--- src/rtl/ring_input_buffer.sv ---
// ----------------------------------------------------------------------------
// ring_input_buffer
//
// Router input stage sitting directly behind the NIC or the previous ring
// router. Incoming 64-bit packets are written into one of two virtual-channel
// FIFOs (even/odd). The global polarity bit picks which VC may be written and
// which may be read in a given cycle. The head packet of the read VC goes to
// the local PE port when its hop count is zero. Otherwise it goes to the
// forward ring port, with the hop count decremented on the way out.
//
// Ports
//   clk       in   1          rising-edge clock
//   reset     in   1          asynchronous, active-low reset
//   polarity  in   1          0 = even cycle (write even / read odd),
//                             1 = odd cycle  (write odd  / read even)
//   in_si     in   1          upstream send valid
//   in_ri     out  1          ready to upstream (write VC not full)
//   in_di     in   64         packet: [63]=vc [62]=dir [61:56]=rsvd
//                             [55:48]=hop [47:0]=payload
//   loc_so    out  1          head valid and destined for the local PE
//   loc_ro    in   1          local port ready
//   fwd_so    out  1          head valid and destined for the ring
//   fwd_ro    in   1          forward port ready
//   out_do    out  64         head packet (hop-1 when forwarding)
//   occ_even  out  PTR_W+1    even-VC occupancy
//   occ_odd   out  PTR_W+1    odd-VC occupancy
//   err_vc    out  1          sticky: accepted packet whose vc bit != write VC
// ----------------------------------------------------------------------------
module ring_input_buffer #(
    parameter int DEPTH = 4,
    parameter int PTR_W = 2
) (
    input  logic             clk,
    input  logic             reset,
    input  logic             polarity,
    input  logic             in_si,
    output logic             in_ri,
    input  logic [63:0]      in_di,
    output logic             loc_so,
    input  logic             loc_ro,
    output logic             fwd_so,
    input  logic             fwd_ro,
    output logic [63:0]      out_do,
    output logic [PTR_W:0]   occ_even,
    output logic [PTR_W:0]   occ_odd,
    output logic             err_vc
);

    localparam logic [PTR_W:0] L_FULL = (PTR_W + 1)'(DEPTH);

    // Per-VC state, index 0 = even VC, index 1 = odd VC.
    logic [63:0]      r_mem    [2][DEPTH];
    logic [PTR_W-1:0] r_wr_ptr [2];
    logic [PTR_W-1:0] r_rd_ptr [2];
    logic [PTR_W:0]   r_occ    [2];
    logic             r_err_vc;

    logic             w_wv;
    logic             w_rv;
    logic             w_push;
    logic             w_pop;
    logic             w_head_valid;
    logic             w_is_local;
    logic [63:0]      w_head;
    logic [7:0]       w_hop_dec;

    // The write and read VCs are always different, so a FIFO never sees a
    // push and a pop in the same cycle.
    assign w_wv = polarity;
    assign w_rv = ~polarity;

    // in_ri is gated by reset so that upstream never observes ready while
    // the block is held in reset.
    assign in_ri  = reset && (r_occ[w_wv] != L_FULL);
    assign w_push = in_si && in_ri;

    assign w_head       = r_mem[w_rv][r_rd_ptr[w_rv]];
    assign w_head_valid = reset && (r_occ[w_rv] != '0);
    assign w_is_local   = (w_head[55:48] == 8'd0);
    assign w_hop_dec    = w_head[55:48] - 8'd1;

    assign loc_so = w_head_valid && w_is_local;
    assign fwd_so = w_head_valid && !w_is_local;

    // The data bus reads as zero when nothing is valid. Without that gating,
    // stale memory contents would show up on it.
    always_comb begin
        out_do = 64'h0;
        if (w_head_valid) begin
            if (w_is_local) begin
                out_do = w_head;
            end else begin
                out_do = {w_head[63:56], w_hop_dec, w_head[47:0]};
            end
        end
    end

    // Ready on the port that is not selected has no effect.
    assign w_pop = (loc_so && loc_ro) || (fwd_so && fwd_ro);

    // NOTE: all clocked state uses non-blocking assignments, so every read
    // in this block sees the value from before the edge.
    always_ff @(posedge clk or negedge reset) begin
        if (!reset) begin
            for (int v = 0; v < 2; v++) begin
                r_wr_ptr[v] <= '0;
                r_rd_ptr[v] <= '0;
                r_occ[v]    <= '0;
            end
            r_err_vc <= 1'b0;
        end else begin
            if (w_push) begin
                // Pointers are PTR_W bits wide, so they wrap DEPTH-1 -> 0.
                r_wr_ptr[w_wv] <= r_wr_ptr[w_wv] + 1'b1;
                r_occ[w_wv]    <= r_occ[w_wv] + 1'b1;
                if (in_di[63] != w_wv) begin
                    r_err_vc <= 1'b1;
                end
            end
            if (w_pop) begin
                r_rd_ptr[w_rv] <= r_rd_ptr[w_rv] + 1'b1;
                r_occ[w_rv]    <= r_occ[w_rv] - 1'b1;
            end
        end
    end

    // NOTE: payload storage has no reset. Occupancy alone decides validity,
    // so clearing the array would add nothing except reset fan-out.
    always_ff @(posedge clk) begin
        if (w_push) begin
            r_mem[w_wv][r_wr_ptr[w_wv]] <= in_di;
        end
    end

    assign occ_even = r_occ[0];
    assign occ_odd  = r_occ[1];
    assign err_vc   = r_err_vc;

endmodule

--- config.mk ---
export PLATFORM = sky130hd
export DESIGN_NAME = ring_input_buffer
export DESIGN_NICKNAME = d
export VERILOG_FILES = /design/src/rtl/ring_input_buffer.sv
export SDC_FILE = /design/constraint.sdc
export NUM_CORES = 1
export LEC_CHECK = 0
export ABC_AREA = 1
export CORE_ASPECT_RATIO = 0.6
export CORE_MARGIN = 2
export CORE_UTILIZATION = 25
export DETAILED_ROUTE_END_ITERATION = 8
export PLACE_DENSITY = 0.49
export SETUP_SLACK_MARGIN = 0.4
export SLEW_MARGIN = 5
export SYNTH_ARGS = -nofsm -noshare
export SYNTH_HDL_FRONTEND = slang
export SYNTH_SLANG_ARGS = --single-unit
--- constraint.sdc ---
create_clock -name clk -period 5.29 [get_ports clk]
set_input_delay 1.058 -clock clk [delete_from_list [all_inputs] [get_ports clk]]
set_output_delay 1.058 -clock clk [all_outputs]
set_load 0.02 [all_outputs]
Word-level counts from Yosys, hierarchy flattened
Memories as Yosys holds them, arrays and structs flattened.
Index checks and enable logic that the tools add are counted.
W data, S select, Z words.
{"block": "totals", "register_bits": 15, "ramBits": 512, "out_inout_bits": 74, "elab_cells": 77, "memories": 1}
{"name": "r_mem", "words": 2, "word_bits": 256, "rd": 1, "rd_clocked_by_memory_dff": 0, "wr": 1, "line": "52", "text": "logic [63:0] r_mem [2][DEPTH];"}
{"block": "classes", "n_addsub": 5, "n_lt_le_gt_ge": 7, "n_eq_ne": 2, "mux": 35, "bitwise_logic": 5, "reduce_logical": 15}
{"op": "$mux W256", "count": 1}
{"op": "$mux W64", "count": 4}
{"op": "$bmux W64 S2", "count": 1}
{"op": "$demux W64 S2", "count": 1}
{"op": "$mux W56", "count": 1}
{"op": "$mux W3", "count": 8}
{"op": "$mux W2", "count": 8}
{"op": "$bwmux W6", "count": 2}
{"op": "$mux W6", "count": 2}
{"op": "$logic_and A1 B1 Y1", "count": 10}
{"op": "$bwmux W4", "count": 2}
{"op": "$logic_not A8 Y1", "count": 1}
{"op": "$sub A8 B1 Y8 const B", "count": 1}
{"op": "$demux W3 S1", "count": 2}
{"op": "$ge A3 B3 Y1 const B", "count": 2}
{"op": "$not A2 Y3", "count": 2}
{"op": "$add A2 B1 Y2 const B", "count": 2}
{"op": "$demux W2 S1", "count": 2}
{"op": "$ge A2 B2 Y1 const B", "count": 2}
{"op": "$lt A2 B1 Y1 const B", "count": 2}
{"op": "$not A1 Y2", "count": 2}
{"op": "$add A3 B1 Y3 const B", "count": 1}
{"op": "$lt A3 B1 Y1 const B", "count": 1}
{"op": "$ne A3 B3 Y1 const B", "count": 1}
{"op": "8 further kinds", "count": 8}

Longest topological paths before layout
{"block": "logic_depth", "depth_word": 15, "ltp_mapped": 17, "ltp_nobuf": 15}

Worst setup path after synthesis
OpenSTA, ideal clock, no wires.
{"block": "synth_path", "path_type": "in2reg", "start": "input polarity", "end": "memory r_mem[0][0] (netlist name), enable pin", "setup_ns": 0.486, "arrival_ns": 5.642, "setup_slack_ns": -0.839, "stages": 14, "n_path_buf": 5, "path_cell_list": "buf_6 buf_6 buf_6 buf_2 clkbuf_1 o21ai_0 ha_1 o211ai_1 nand2_1 nor2_2 inv_1 nor2_1 inv_1 nor2_1"}
{"block": "synth_via", "elab_chain_len": 10}
{"element": "from (decl)", "line": "35", "text": "input logic polarity,"}
{"element": "$not A1 Y2 (implied by the code)", "line": "74, 131"}
{"element": "$mux W2 (implied by the code) (3 in a row)", "line": "131", "text": "r_mem[w_wv][r_wr_ptr[w_wv]] <= in_di;"}
{"element": "$not A2 Y3 (implied by the code)", "line": "131"}
{"element": "$ge A3 B3 Y1 (implied by the code) / $lt A3 B1 Y1 (equally long branches)", "line": "131"}
{"element": "$logic_and A1 B1 Y1 (implied by the code)", "line": "131"}
{"element": "$mux W64 (implied by the code)", "line": "131"}
{"element": "$demux W64 S2", "line": "131"}
{"element": "$mux W256 (implied by the code)", "line": "131"}
{"element": "to (decl)", "line": "52"}
Parallel ways exist; a longest one is shown, timed or not. The select of a mux whose other input is x is not followed.

Worst setup path after layout
{"block": "layout_path", "start": "input polarity", "end": "output out_do[0]"}
{"block": "layout_via", "elab_chain_len": 11}
{"element": "$not A1 Y1 *", "line": "70", "text": "assign w_rv = ~polarity;"}
{"element": "$not A1 Y2 (implied by the code)", "line": "77, 78"}
{"element": "$mux W2 (implied by the code) (3 in a row)", "line": "77", "text": "assign w_head = r_mem[w_rv][r_rd_ptr[w_rv]];"}
{"element": "$not A2 Y3 (implied by the code)", "line": "77"}
{"element": "$bmux W64 S2", "line": "77"}
{"element": "$mux W64 (implied by the code) (2 in a row)", "line": "77"}
{"element": "$mux W56", "line": "90", "text": "if (w_is_local) begin"}
{"element": "$mux W64 *", "line": "89", "text": "if (w_head_valid) begin"}
{"element": "to (decl)", "line": "43", "text": "output logic [63:0] out_do,"}
Every way passes the cells marked *; elsewhere a longest branch is shown, timed or not. The select of a mux whose other input is x is not followed.

==> load_flow_metrics.sql <==
INSERT INTO impl_metrics (metric_group, metric, value, unit) VALUES
('placed_design', 'gp_congestion', '0.7916', ''),
('critical_path', 'path_max_fanout', '108', ''),
('clocking', 'cts_buffer_depth', '3', ''),
('drt', 'route.antenna.remaining_nets', '0', ''),
('power_and_ir_drop', 'vdd.ir_drop.worst', '273.7', 'µV'),
('timing', 'portion_of_the_clock_cycle_consumed_by_the_worst_path_in_the_final_layout', '0.8889', ''),
('drt', 'dr_total_vias', '13490', ''),
('hold_path', 'whs_endpoint', 'r_rd_ptr[1]$_DFFE_PN0P_', ''),
('grt', 'grtUsageTotal', '0.1306', ''),
('clocking', 'clockRootBuffer', 'sky130_fd_sc_hd__clkbuf_16', ''),
('hold_path', 'worst_min_delay_path_category', 'register to register', ''),
('drt', 'post_drt_via_cell_ratio', '4.562', ''),
('final_layout', 'drive_above_1_share', '0.08617', ''),
('critical_path', 'setup.reg_to_reg.worst_slack', '2020', 'ps'),
('die', 'die-width', '380.1', 'µm'),
('placed_design', 'io_buffers', '143', ''),
('clocking', 'tritoncts', 'yes', ''),
('power_and_ir_drop', 'power.density', '452.7', 'nW/µm²'),
('clocking', 'tritoncts_num_sinks', '527', ''),
('hold_path', 'hold_path.startpoint', 'r_rd_ptr[1]$_DFFE_PN0P_', ''),
('synthesis', 'synth_enable_flop_cells', '512', ''),
('critical_path', 'path_class', 'input pin to output pin', ''),
('timing', 'worst_slack', '587.7', 'ps'),
('timing', 'finalMaxSlewViolations', '0', ''),
('outcome', 'outcome', 'complete, no violations', ''),
('timing', 'finalSetupViolCount', '0', ''),
('final_layout', 'final_design_area_no_fill', '26060', 'µm²'),
('die', 'design.die.area', '87310', 'µm²'),
('power_and_ir_drop', 'leakage', '8.656', 'nW'),
('critical_path', 'critPathLaunchType', 'input pin', ''),
('grt', 'grt_remaining_overflow', '0', ''),
('die', 'rows', '82', ''),
('synthesis', 'synthesis.instances', '1645', ''),
('synthesis', 'synth.cell_area', '21220', 'µm²'),
('timing', 'period_needed', '4702', 'ps'),
('timing', 'hold_viol_final', '0', ''),
('placed_design', 'dpl.hpwl', '32410', 'µm'),
('synthesis', 'synthMostInstantiatedCell', 'sky130_fd_sc_hd__edfxtp_1', ''),
('critical_path', 'endpoint_kind', 'output pin', ''),
('timing', 'finalSetupTns', '0', 'ps'),
('placed_design', 'post_dp_cell_area', '24230', 'µm²'),
('critical_path', 'cp_data_required_time', '4230', 'ps'),
('clocking', 'clkLatencyLatePin', '600', 'ps'),
('clocking', 'cts.clk_slew.worst_paths', '60', 'ps'),
('die', 'floorplan.initialDensity', '0.2532', ''),
('synthesis', 'synth-seq-area-share', '0.7421', ''),
('die', 'chipHeight', '229.7', 'µm'),
('drt', 'dr.first_iter.drc_count', '1067', ''),
('synthesis', 'postSynth.asyncResetShare', '0.02846', ''),
('synthesis', 'synth.top_cell.area_share', '0.7244', ''),
('final_layout', 'final_net_count', '1859', ''),
('grt', 'initial_antenna_violation_count', '10', ''),
('die', 'i_o_pin_count', '144', ''),
('placed_design', 'detailedPlace.worstSlack', '440.9', 'ps'),
('critical_path', 'worstReg2RegStart', 'occ_odd[0]$_DFF_PN0_', ''),
('clocking', 'cts-hold-fix-buffers', '0', ''),
('synthesis', 'dominantRegCellSynth', 'sky130_fd_sc_hd__edfxtp_1', ''),
('die', 'fp.coreArea', '83820', 'µm²'),
('critical_path', 'worst_r2r_endpoint', 'r_mem[1][130]$_DFFE_PP_', ''),
('synthesis', 'yosysTopAreaCell', 'sky130_fd_sc_hd__edfxtp_1', ''),
('grt', 'via_count_of_the_first_global_routing_pass', '13160', ''),
('timing', 'skew', '20.13', 'ps'),
('hold_path', 'worst_hold_path_cell_count', '2', ''),
('run', 'timing.max_cap.violations', '0', ''),
('grt', 'grt_max_degree', '109', ''),
('drt', 'routed_wl', '59120', 'µm'),
('critical_path', 'worst_ep_arrival_time', '3640', 'ps'),
('synthesis', 'yosys_warnings', '0', ''),
('clocking', 'cts_buffers', '54', ''),
('critical_path', 'rr_worst_depth', '12', ''),
('drt', 'dr.pass1.iters', '7', '');
worst max-delay path by stage:
| stage | startpoint | to | slack (ps) | cells past startpoint |
|---|---|---|---|---|
| 2_1_floorplan | polarity | r_mem[0][0]$_DFFE_PP_ | 200 | 14 |
| 3_3_place_gp | polarity | out_do[48] | 350 | 14 |
| 3_5_place_dp | polarity | out_do[48] | 440 | 14 |
| 4_1_cts | polarity | out_do[48] | 420 | 14 |
| 5_1_grt | polarity | out_do[49] | 410 | 11 |
| 6_report | polarity | out_do[0] | 590 | 9 |
placed cells by master (no fill, tap or decap), drive strengths merged:
cell           instances
a21oi                 24
and2                   1
and3                  41
buf                   45
bufinv                 7
clkbuf                64
clkdlybuf4s50        141
clkinv                25
clkinvlp               3
dfrtp                 15
diode                  2
edfxtp               512
ha                    10
inv                   49
nand2                218
nand3                 99
nand4                  2
nor2                 247
nor3                   1
o211ai                 7
o21ai                215
o221ai                82
o22ai                  1
o31ai                  1
or2                    7
xnor2                  2
xor2                   3
power by group:
part           total [mW]  switching, mW  internal, mW  leakage (nW)
clock network        3.84           1.60          2.24         0.862
logic                3.08           2.04          1.04          2.99
registers            4.88         0.0665          4.81          4.80
total                11.8           3.70          8.09          8.66
layer usage:
| layer | global-route usage | vias to the layer above | wire length (µm) |
|---|---|---|---|
| li1 | - | 6288 | - |
| met1 | 0.1791 | 6821 | 27210 |
| met2 | 0.2071 | 285 | 27350 |
| met3 | 0.03410 | 84 | 3568 |
| met4 | 0.02939 | 16 | 875 |
| met5 | 0 | - | 111 |
through the flow:
step             util  hold slack [ps]  total power [mW]  cells
6_report       0.3109            476.7             11.80   2958
3_3_place_gp   0.2891            452.2             8.012   2855
2_1_floorplan       -            436.6             6.747   1645
4_1_cts        0.3103            475.4             11.90   2954
5_1_grt        0.3108            510.8             12.37   2957
3_5_place_dp   0.2891            460.7             8.040   2855
final cells by class:
type | count | area, µm²
repair buffers | 187 | 2052
diodes | 2 | 5.005
inverters | 48 | 182.7
flip-flops and latches | 527 | 15750
multi-input cells | 961 | 4871
well taps | 1134 | 1419
fillers | 8330 | 57770
clock buffers | 63 | 1406
clock inverters | 36 | 371.6
logic make-up (layout without fill, tap and decap cells):
group                    after synthesis  in the layout  share of synthesized area
flip-flops                           527            527                     0.7421
other                                  0              2                          0
AO/OA/AOI/OAI                        330            330                    0.09474
adder cells (fa/ha/maj)               10             10                   0.005896
buffers and inverters                157            334                    0.03278
XOR/XNOR                               5              5                   0.002064
AND/OR/NAND/NOR                      616            616                     0.1224
registers in the layout, summed over array words and instances (netlist names):
name,count
occ_even,3
r_mem,512
r_rd_ptr,4
occ_odd,3
err_vc,1
r_wr_ptr,4
what timing repair did:
action	4_1_cts	5_1_grt
setup buffers	0	1
endpoints found under the hold margin	0	0
setup endpoints to repair	0	8
gates resized for setup	0	2
critical path, cell delays in order:
cell,delay [ps]
sky130_fd_sc_hd__buf_6,150
sky130_fd_sc_hd__inv_4,130
sky130_fd_sc_hd__nand2_1,100
sky130_fd_sc_hd__nand2_4,250
sky130_fd_sc_hd__buf_12,350
sky130_fd_sc_hd__o21ai_0,160
sky130_fd_sc_hd__o221ai_1,270
sky130_fd_sc_hd__and3_1,320
sky130_fd_sc_hd__clkdlybuf4s50_1,650
No activity file was read; power rests on OpenSTA's default activity.
